File: config.mk
export PLATFORM = sky130hd
export DESIGN_NAME = cpu_run_controller_flat
export DESIGN_NICKNAME = d
export VERILOG_FILES = /design/src/rtl/cpu_run_controller_if.sv /design/src/rtl/cpu_run_controller.sv /design/src/flat_wrapper.sv
export SDC_FILE = /design/constraint.sdc
export NUM_CORES = 1
export LEC_CHECK = 0
export CAP_MARGIN = 5
export CORE_MARGIN = 1.5
export CORE_UTILIZATION = 46
export DETAILED_ROUTE_END_ITERATION = 12
export PLACE_DENSITY_LB_ADDON = 0.15
export SLEW_MARGIN = 20
export SYNTH_ARGS = -nofsm -noshare
export SYNTH_HDL_FRONTEND = slang
export SYNTH_SLANG_ARGS = --single-unit
File: constraint.sdc
create_clock -name clk -period 5.4 [get_ports clk]
set_input_delay 1.35 -clock clk [delete_from_list [all_inputs] [get_ports clk]]
set_output_delay 1.35 -clock clk [all_outputs]
set_load 0.05 [all_outputs]
File: src/rtl/cpu_run_controller_if.sv
// Bundles the run-controller's button, syscall-decode, register-file and
// display signals so the CPU top and the bench connect through one port.
interface cpu_run_controller_if #(
    parameter int CNT_W = 32
);
    logic             go;
    logic             step_mode;
    logic             syscall;
    logic [31:0]      v0;
    logic [31:0]      a0;
    logic             pc_en;
    logic             halted;
    logic [31:0]      disp_data;
    logic             disp_valid;
    logic [CNT_W-1:0] instr_cnt;

    // Board/CPU side: drives requests, observes the controller
    modport master (
        output go, step_mode, syscall, v0, a0,
        input  pc_en, halted, disp_data, disp_valid, instr_cnt
    );

    // Controller side
    modport slave (
        input  go, step_mode, syscall, v0, a0,
        output pc_en, halted, disp_data, disp_valid, instr_cnt
    );
endinterface

File: src/rtl/cpu_run_controller.sv
// Run/step/halt sequencer for the single-cycle MIPS CPU.
// pc_en is deliberately combinational (Mealy) so an exit syscall is blocked
// in the same cycle it is decoded; everything else is registered.
module cpu_run_controller #(
    parameter int CNT_W = 32
) (
    input  logic                 clk,
    input  logic                 rst,
    cpu_run_controller_if.slave  bus
);
    typedef enum logic [1:0] {
        ST_IDLE = 2'd0,
        ST_RUN  = 2'd1,
        ST_STEP = 2'd2,
        ST_HALT = 2'd3
    } state_t;

    localparam logic [31:0] SVC_PRINT_INT = 32'd1;
    localparam logic [31:0] SVC_PRINT_HEX = 32'd34;
    localparam logic [31:0] SVC_EXIT      = 32'd10;

    state_t           state_r;
    logic             halted_r;
    logic [31:0]      disp_data_r;
    logic             disp_valid_r;
    logic [CNT_W-1:0] instr_cnt_r;

    logic active_s;
    logic exit_req_s;
    logic pc_en_s;
    logic print_req_s;
    logic cnt_full_s;

    // Decode commit enable, exit and print requests for the current instruction
    always_comb begin
        active_s    = (state_r == ST_RUN) || (state_r == ST_STEP);
        exit_req_s  = active_s && bus.syscall && (bus.v0 == SVC_EXIT);
        pc_en_s     = active_s && !exit_req_s;
        print_req_s = pc_en_s && bus.syscall &&
                      ((bus.v0 == SVC_PRINT_INT) || (bus.v0 == SVC_PRINT_HEX));
        cnt_full_s  = (instr_cnt_r == {CNT_W{1'b1}});
    end

    // Sequencer FSM with registered status, display and commit counter
    always_ff @(posedge clk or posedge rst) begin
        if (rst) begin
            state_r      <= ST_IDLE;
            halted_r     <= 1'b0;
            disp_data_r  <= 32'd0;
            disp_valid_r <= 1'b0;
            instr_cnt_r  <= {CNT_W{1'b0}};
        end else begin
            // Print pulse lasts one cycle unless another print commits
            if (print_req_s) begin
                disp_data_r  <= bus.a0;
                disp_valid_r <= 1'b1;
            end else begin
                disp_valid_r <= 1'b0;
            end

            // Counter saturates so the display never wraps back to zero
            if (pc_en_s && !cnt_full_s) begin
                instr_cnt_r <= instr_cnt_r + CNT_W'(1);
            end

            case (state_r)
                ST_IDLE: begin
                    if (bus.go && !bus.step_mode) begin
                        state_r <= ST_RUN;
                    end else if (bus.go && bus.step_mode) begin
                        state_r <= ST_STEP;
                    end else begin
                        state_r <= ST_IDLE;
                    end
                end
                ST_RUN: begin
                    // Exit outranks a simultaneous pause request
                    if (exit_req_s) begin
                        state_r  <= ST_HALT;
                        halted_r <= 1'b1;
                    end else if (bus.go || bus.step_mode) begin
                        state_r <= ST_IDLE;
                    end else begin
                        state_r <= ST_RUN;
                    end
                end
                ST_STEP: begin
                    if (exit_req_s) begin
                        state_r  <= ST_HALT;
                        halted_r <= 1'b1;
                    end else begin
                        state_r <= ST_IDLE;
                    end
                end
                ST_HALT: begin
                    state_r  <= ST_HALT;
                    halted_r <= 1'b1;
                end
                default: begin
                    state_r  <= ST_IDLE;
                    halted_r <= 1'b0;
                end
            endcase
        end
    end

    assign bus.pc_en      = pc_en_s;
    assign bus.halted     = halted_r;
    assign bus.disp_data  = disp_data_r;
    assign bus.disp_valid = disp_valid_r;
    assign bus.instr_cnt  = instr_cnt_r;
endmodule

File: src/flat_wrapper.sv
// flat-port wrapper written by rule: the top's interface ports become plain ports
module cpu_run_controller_flat 
#(
    parameter int CNT_W = 32
)
  (clk, rst, bus_go, bus_step_mode, bus_syscall, bus_v0, bus_a0, bus_pc_en, bus_halted, bus_disp_data, bus_disp_valid, bus_instr_cnt);
  cpu_run_controller_if #(.CNT_W(CNT_W)) bus_i ();
  input  logic clk;
  input  logic rst;
  input wire logic [$bits(bus_i.go)-1:0] bus_go;
  input wire logic [$bits(bus_i.step_mode)-1:0] bus_step_mode;
  input wire logic [$bits(bus_i.syscall)-1:0] bus_syscall;
  input wire logic [$bits(bus_i.v0)-1:0] bus_v0;
  input wire logic [$bits(bus_i.a0)-1:0] bus_a0;
  output wire logic [$bits(bus_i.pc_en)-1:0] bus_pc_en;
  output wire logic [$bits(bus_i.halted)-1:0] bus_halted;
  output wire logic [$bits(bus_i.disp_data)-1:0] bus_disp_data;
  output wire logic [$bits(bus_i.disp_valid)-1:0] bus_disp_valid;
  output wire logic [$bits(bus_i.instr_cnt)-1:0] bus_instr_cnt;
  assign bus_i.go = bus_go;
  assign bus_i.step_mode = bus_step_mode;
  assign bus_i.syscall = bus_syscall;
  assign bus_i.v0 = bus_v0;
  assign bus_i.a0 = bus_a0;
  assign bus_pc_en = bus_i.pc_en;
  assign bus_halted = bus_i.halted;
  assign bus_disp_data = bus_i.disp_data;
  assign bus_disp_valid = bus_i.disp_valid;
  assign bus_instr_cnt = bus_i.instr_cnt;
  cpu_run_controller #(.CNT_W(CNT_W)) u_core (.clk(clk), .rst(rst), .bus(bus_i));
endmodule
# After elaboration in Yosys (flattened, before gate mapping)
# Cells that the tools add are included.
# classes
add_sub_neg,1
n_mux,9
eq_ne,8
n_reduce_logical,18
# ops
operator,n
$add 32x1->32 const B,1
$eq 32x1->1 const B,1
$eq 32x32->1 const B,1
$eq 32x4->1 const B,1
$eq 32x6->1 const B,1
$logic_and 1x1->1,8
$mux 2,4
$pmux 2 s4,1
$eq 2x2->1 const B,2
$logic_not 1->1,3
$logic_or 1x1->1,3
$mux 1,3
$eq 2x1->1 const B,1
$logic_not 2->1,1
$ne 2x1->1 const B,1
$pmux 1 s2,1
$reduce_and 2->1,1
$reduce_bool 2->1,1
$reduce_or 2->1,1
# word_totals
word_cells,41
input_bits,69
ff_bits,68

# Logic depth before layout (Yosys ltp)
# depth
ltp_word,9
depth_mapped,8
depth_no_buf,7

# Worst setup path after synthesis
# Ideal clock, no wire load.
# synth_timing
kind,input-to-output
start,input port bus_v0[21]
end,output port bus_pc_en
arrival_time_ps,2584
path_slack_ps,1466
stages,4
cell_sequence,nor4_1 nand4_1 o31ai_2 inv_1
# synth_between
elab_chain_len,4
# synth_lines
item,line,text
"start, declared",flat_wrapper.sv:13,input wire logic [$bits(bus_i.v0)-1:0] bus_v0;
$eq 32x4->1,cpu_run_controller.sv:37,exit_req_s = active_s && bus.syscall && (bus.v0 == SVC_EXIT);
$logic_and 1x1->1,cpu_run_controller.sv:37,
$logic_not 1->1,cpu_run_controller.sv:38,pc_en_s = active_s && !exit_req_s;
$logic_and 1x1->1,cpu_run_controller.sv:38,
"end, declared",flat_wrapper.sv:15,output wire logic [$bits(bus_i.pc_en)-1:0] bus_pc_en;
# Every way passes these cells.

# Final worst setup path
# layout_timing
start,input port bus_v0[9]
end,output port bus_pc_en
# The elaborated chain is that of the path after synthesis.

==> results_dict.tcl <==
set metrics [dict create \
    grt_pass1_wl_mm 12.5 \
    drt-pass1-iter-count 5 \
    timing.critical_path.arrival_ns 3.40 \
    layout-drive-gt1-share_pct 14.8 \
    placement.io_buffers 135 \
    core_area_um2 6720 \
    antenna_violating_nets_post_route 0 \
    layout-area-overhead-vs-synth_pct 51.0 \
    power_density_relative_to_cell_area_nw_per_um2 210 \
    layout.cells.non_filler 485 \
    grt_use_total_pct 22.1 \
    worst-setup-path-type "input port to primary output" \
    yosys-mux-area-fraction_pct 12.1 \
    synth_cell_types 35 \
    routed_wirelength_mm 7.70 \
    start_util_pct 47.0 \
    setup.worst_path.start "bus_v0[9]" \
    synth_compound_gate_area_share_pct 2.30 \
    regToRegSetupSlack_ns 2.38 \
    total_power_mw 1.00 \
    max_slew.worst_pin.slew_ns 0.972 \
    synth.net_count 335 \
    clk_pin_slew_ns 0.08 \
    diodes 0 \
    worst_skew_pair.late_latency_ns 0.34 \
    grt_start_max_net_pins 42 \
    mappedNetlistArea_um2 3160 \
    synth_top_area_share_pct 53.8 \
    hp_class "flop to flop" \
    die_h_um 85.9 \
    critical_path.startpoint_type "input port" \
    final_design_area_no_fill_um2 4770 \
    layout.core_utilization_pct 71.0 \
    setup_repair_after_global_routing_missed_its_margin "no" \
    fin_skew_ns 0.0117 \
    yosys_warnings 0 \
    drt_first_iter_violations 122 \
    rows 30 \
    min_period_ns 4.75 \
    ctsHoldBuffers 0 \
    max-cap-violations 0 \
    static-leakage-power_nw 2.05 \
    main_combinational_cell_family_by_area_after_synthesis "simple AND/OR/NAND/NOR gates" \
    post_synth_xor_area_fraction_pct 8.31 \
    report.final.setup_viol 0 \
    max-vdd-ir-drop_mv 0.134 \
    startpoint_of_the_worst_hold_path "u_core.bus.instr_cnt[5]$_DFFE_PP0P_" \
    number_of_drc_violations_after_detailed_routing 0 \
    yosys.area.top_type "sky130_fd_sc_hd__dfrtp_1" \
    rr_worst_depth 5 \
    htree_num_levels 3 \
    final.hold.worst_slack_ns 0.497 \
    largest_driver_fanout_on_the_critical_path 7 \
    post_cts_buffers 0 \
    synth_edf_count 0 \
    synth.yosys.seq_area_share_pct 53.8 \
    synth_most_common_cell "sky130_fd_sc_hd__dfrtp_1" \
    max_clock_freq_mhz 210 \
    vias_per_cell 5.33 \
    tritoncts "built" \
    place_area_um2 4570 \
    timing.critical_path.required_ns 4.05 \
    area_fraction_in_and_or_nand_and_nor_cells_after_synthesis_pct 18.7 \
    netlist_top_cells_count "68 x sky130_fd_sc_hd__dfrtp_1, 34 x sky130_fd_sc_hd__mux2_2, 27 x sky130_fd_sc_hd__xnor2_1" \
    crit_path_end_kind "primary output" \
    synth_top_cells_by_area "sky130_fd_sc_hd__dfrtp_1 54%, sky130_fd_sc_hd__mux2_2 12%, sky130_fd_sc_hd__xnor2_1 7.5%, sky130_fd_sc_hd__nand4_1 3.8%, sky130_fd_sc_hd__nand3_1 2.5%" \
    vias_in_the_first_global_route 2562 \
    number_of_hold_violations_in_the_final_report 0 \
    cts_max_path_buffers 2 \
    worst_r2r_startpoint "u_core.bus.instr_cnt[16]$_DFFE_PP0P_" \
    synth-seq-cells 68 \
    hold_crit_depth 1 \
    r2r-end "u_core.bus.instr_cnt[1]$_DFFE_PP0P_" \
    final_net_count 474 \
    post_cts.resized_instances 0 \
    vias 2583 \
    syn_inst 261 \
    timing_max_transition_violations_final 0 \
    postSynth.topFlopCell "sky130_fd_sc_hd__dfrtp_1" \
    fin_tns_setup_ns 0 \
    io-pin-count 136 \
    tritoncts_num_sinks 68 \
    timing.final.ws_setup_ns 0.645 \
    outcome "finished, final reports clean" \
    post_drt_wl_per_cell_um 15.9 \
    die-width_um 85.9 \
    synthAdderAreaFrac_pct 1.98 \
    syn_area_per_cell_um2 12.1 \
    synthArstFlopShare_pct 100 \
    cts.root.buffer_cell "sky130_fd_sc_hd__clkbuf_8" \
    number_of_antenna_violations_at_the_first_check_in_global_routing 0 \
    detailedPlacementHpwl_mm 5.69 \
    post-place-ws_ns 0.657 \
    dpl.cell_count 469 \
    gp_congestion 0.798 \
    grt-ovfl-total 0 \
    final_min_period_over_clock_period_pct 88.1 \
    timing.slew.headroom_pct 34.8 \
    cts_made_buffers 9 \
    floorplan.die_area_um2 7380 \
    hold_path_end "u_core.bus.instr_cnt[5]$_DFFE_PP0P_" \
]
[report_power, final]
group / internal [mW] / switching [mW] / leakage [nW]
clock: 0.220 / 0.209 / 0.0973
combinational: 0.0457 / 0.0193 / 1.02
sequential: 0.509 / 0.0000000000295 / 0.935
[final cells by class]
cell class | instances | area [um^2]
clock buffer | 9 | 124
clock inverter | 7 | 80.1
fill | 524 | 1950
inverter | 8 | 30.0
multi-input combinational | 176 | 1370
sequential | 68 | 1700
tap | 80 | 100
timing repair buffer | 137 | 1360
[critical path, stage by stage]
cell and delay (ns):
sky130_fd_sc_hd__clkdlybuf4s50_1 0.40, sky130_fd_sc_hd__nor4_1 0.48, sky130_fd_sc_hd__nand4b_1 0.23, sky130_fd_sc_hd__o31ai_2 0.43
sky130_fd_sc_hd__inv_1 0.25, sky130_fd_sc_hd__buf_4 0.25
[placed cells by master (no fill, tap or decap), types with 3 or more instances in the layout]
| cell type | n |
|---|---|
| sky130_fd_sc_hd__clkdlybuf4s50_1 | 134 |
| sky130_fd_sc_hd__dfrtp_1 | 68 |
| sky130_fd_sc_hd__mux2_2 | 34 |
| sky130_fd_sc_hd__xnor2_1 | 27 |
| sky130_fd_sc_hd__nand4_1 | 19 |
| sky130_fd_sc_hd__nand3_1 | 16 |
| sky130_fd_sc_hd__nand2_1 | 9 |
| sky130_fd_sc_hd__nor2_1 | 9 |
| sky130_fd_sc_hd__and3_1 | 9 |
| sky130_fd_sc_hd__clkbuf_8 | 9 |
| sky130_fd_sc_hd__nor4_1 | 8 |
| sky130_fd_sc_hd__inv_1 | 7 |
| sky130_fd_sc_hd__nor3_1 | 7 |
| sky130_fd_sc_hd__ha_1 | 5 |
| sky130_fd_sc_hd__inv_6 | 4 |
| sky130_fd_sc_hd__nand4b_1 | 3 |
| sky130_fd_sc_hd__and2_1 | 3 |
| sky130_fd_sc_hd__xor2_1 | 3 |
| sky130_fd_sc_hd__nand3b_1 | 3 |
| sky130_fd_sc_hd__a21oi_1 | 3 |
| sky130_fd_sc_hd__buf_4 | 3 |
[state kept, by name, summed over array words and instances (netlist names)]
name                   flops
u_core.bus.disp_valid      1
u_core.bus.instr_cnt      32
u_core.bus.disp_data      32
u_core.state_r             2
u_core.bus.halted          1
[routing by layer]
metal / share of wire, % / wire, um / vias to the layer above / global-route usage (%)
li1: - / - / 1231 / -
met5: 0 / 0 / - / 0
met3: 7.1 / 544 / 7 / 5.49
met4: 1.2 / 91 / 0 / 7.04
met1: 45 / 3460 / 1247 / 30.0
met2: 47 / 3600 / 98 / 35.1
[how the worst max path moves through the flow]
stage	depth (start not counted)	slack (ns)	endpoint
final	6	0.65	bus_pc_en
after floorplan	4	1.47	bus_pc_en
after global placement	6	0.72	bus_pc_en
after detailed placement	6	0.66	bus_pc_en
after CTS	6	0.64	bus_pc_en
after global routing	6	0.42	bus_pc_en
[cells by family after synthesis]
family	after synthesis
AO/OA/AOI/OAI	10
AND/OR/NAND/NOR	97
multiplexers	34
buffers and inverters	17
flip-flops	68
adder cells (fa/ha/maj)	5
XOR/XNOR	30
Power figures use the tool's default switching activity.
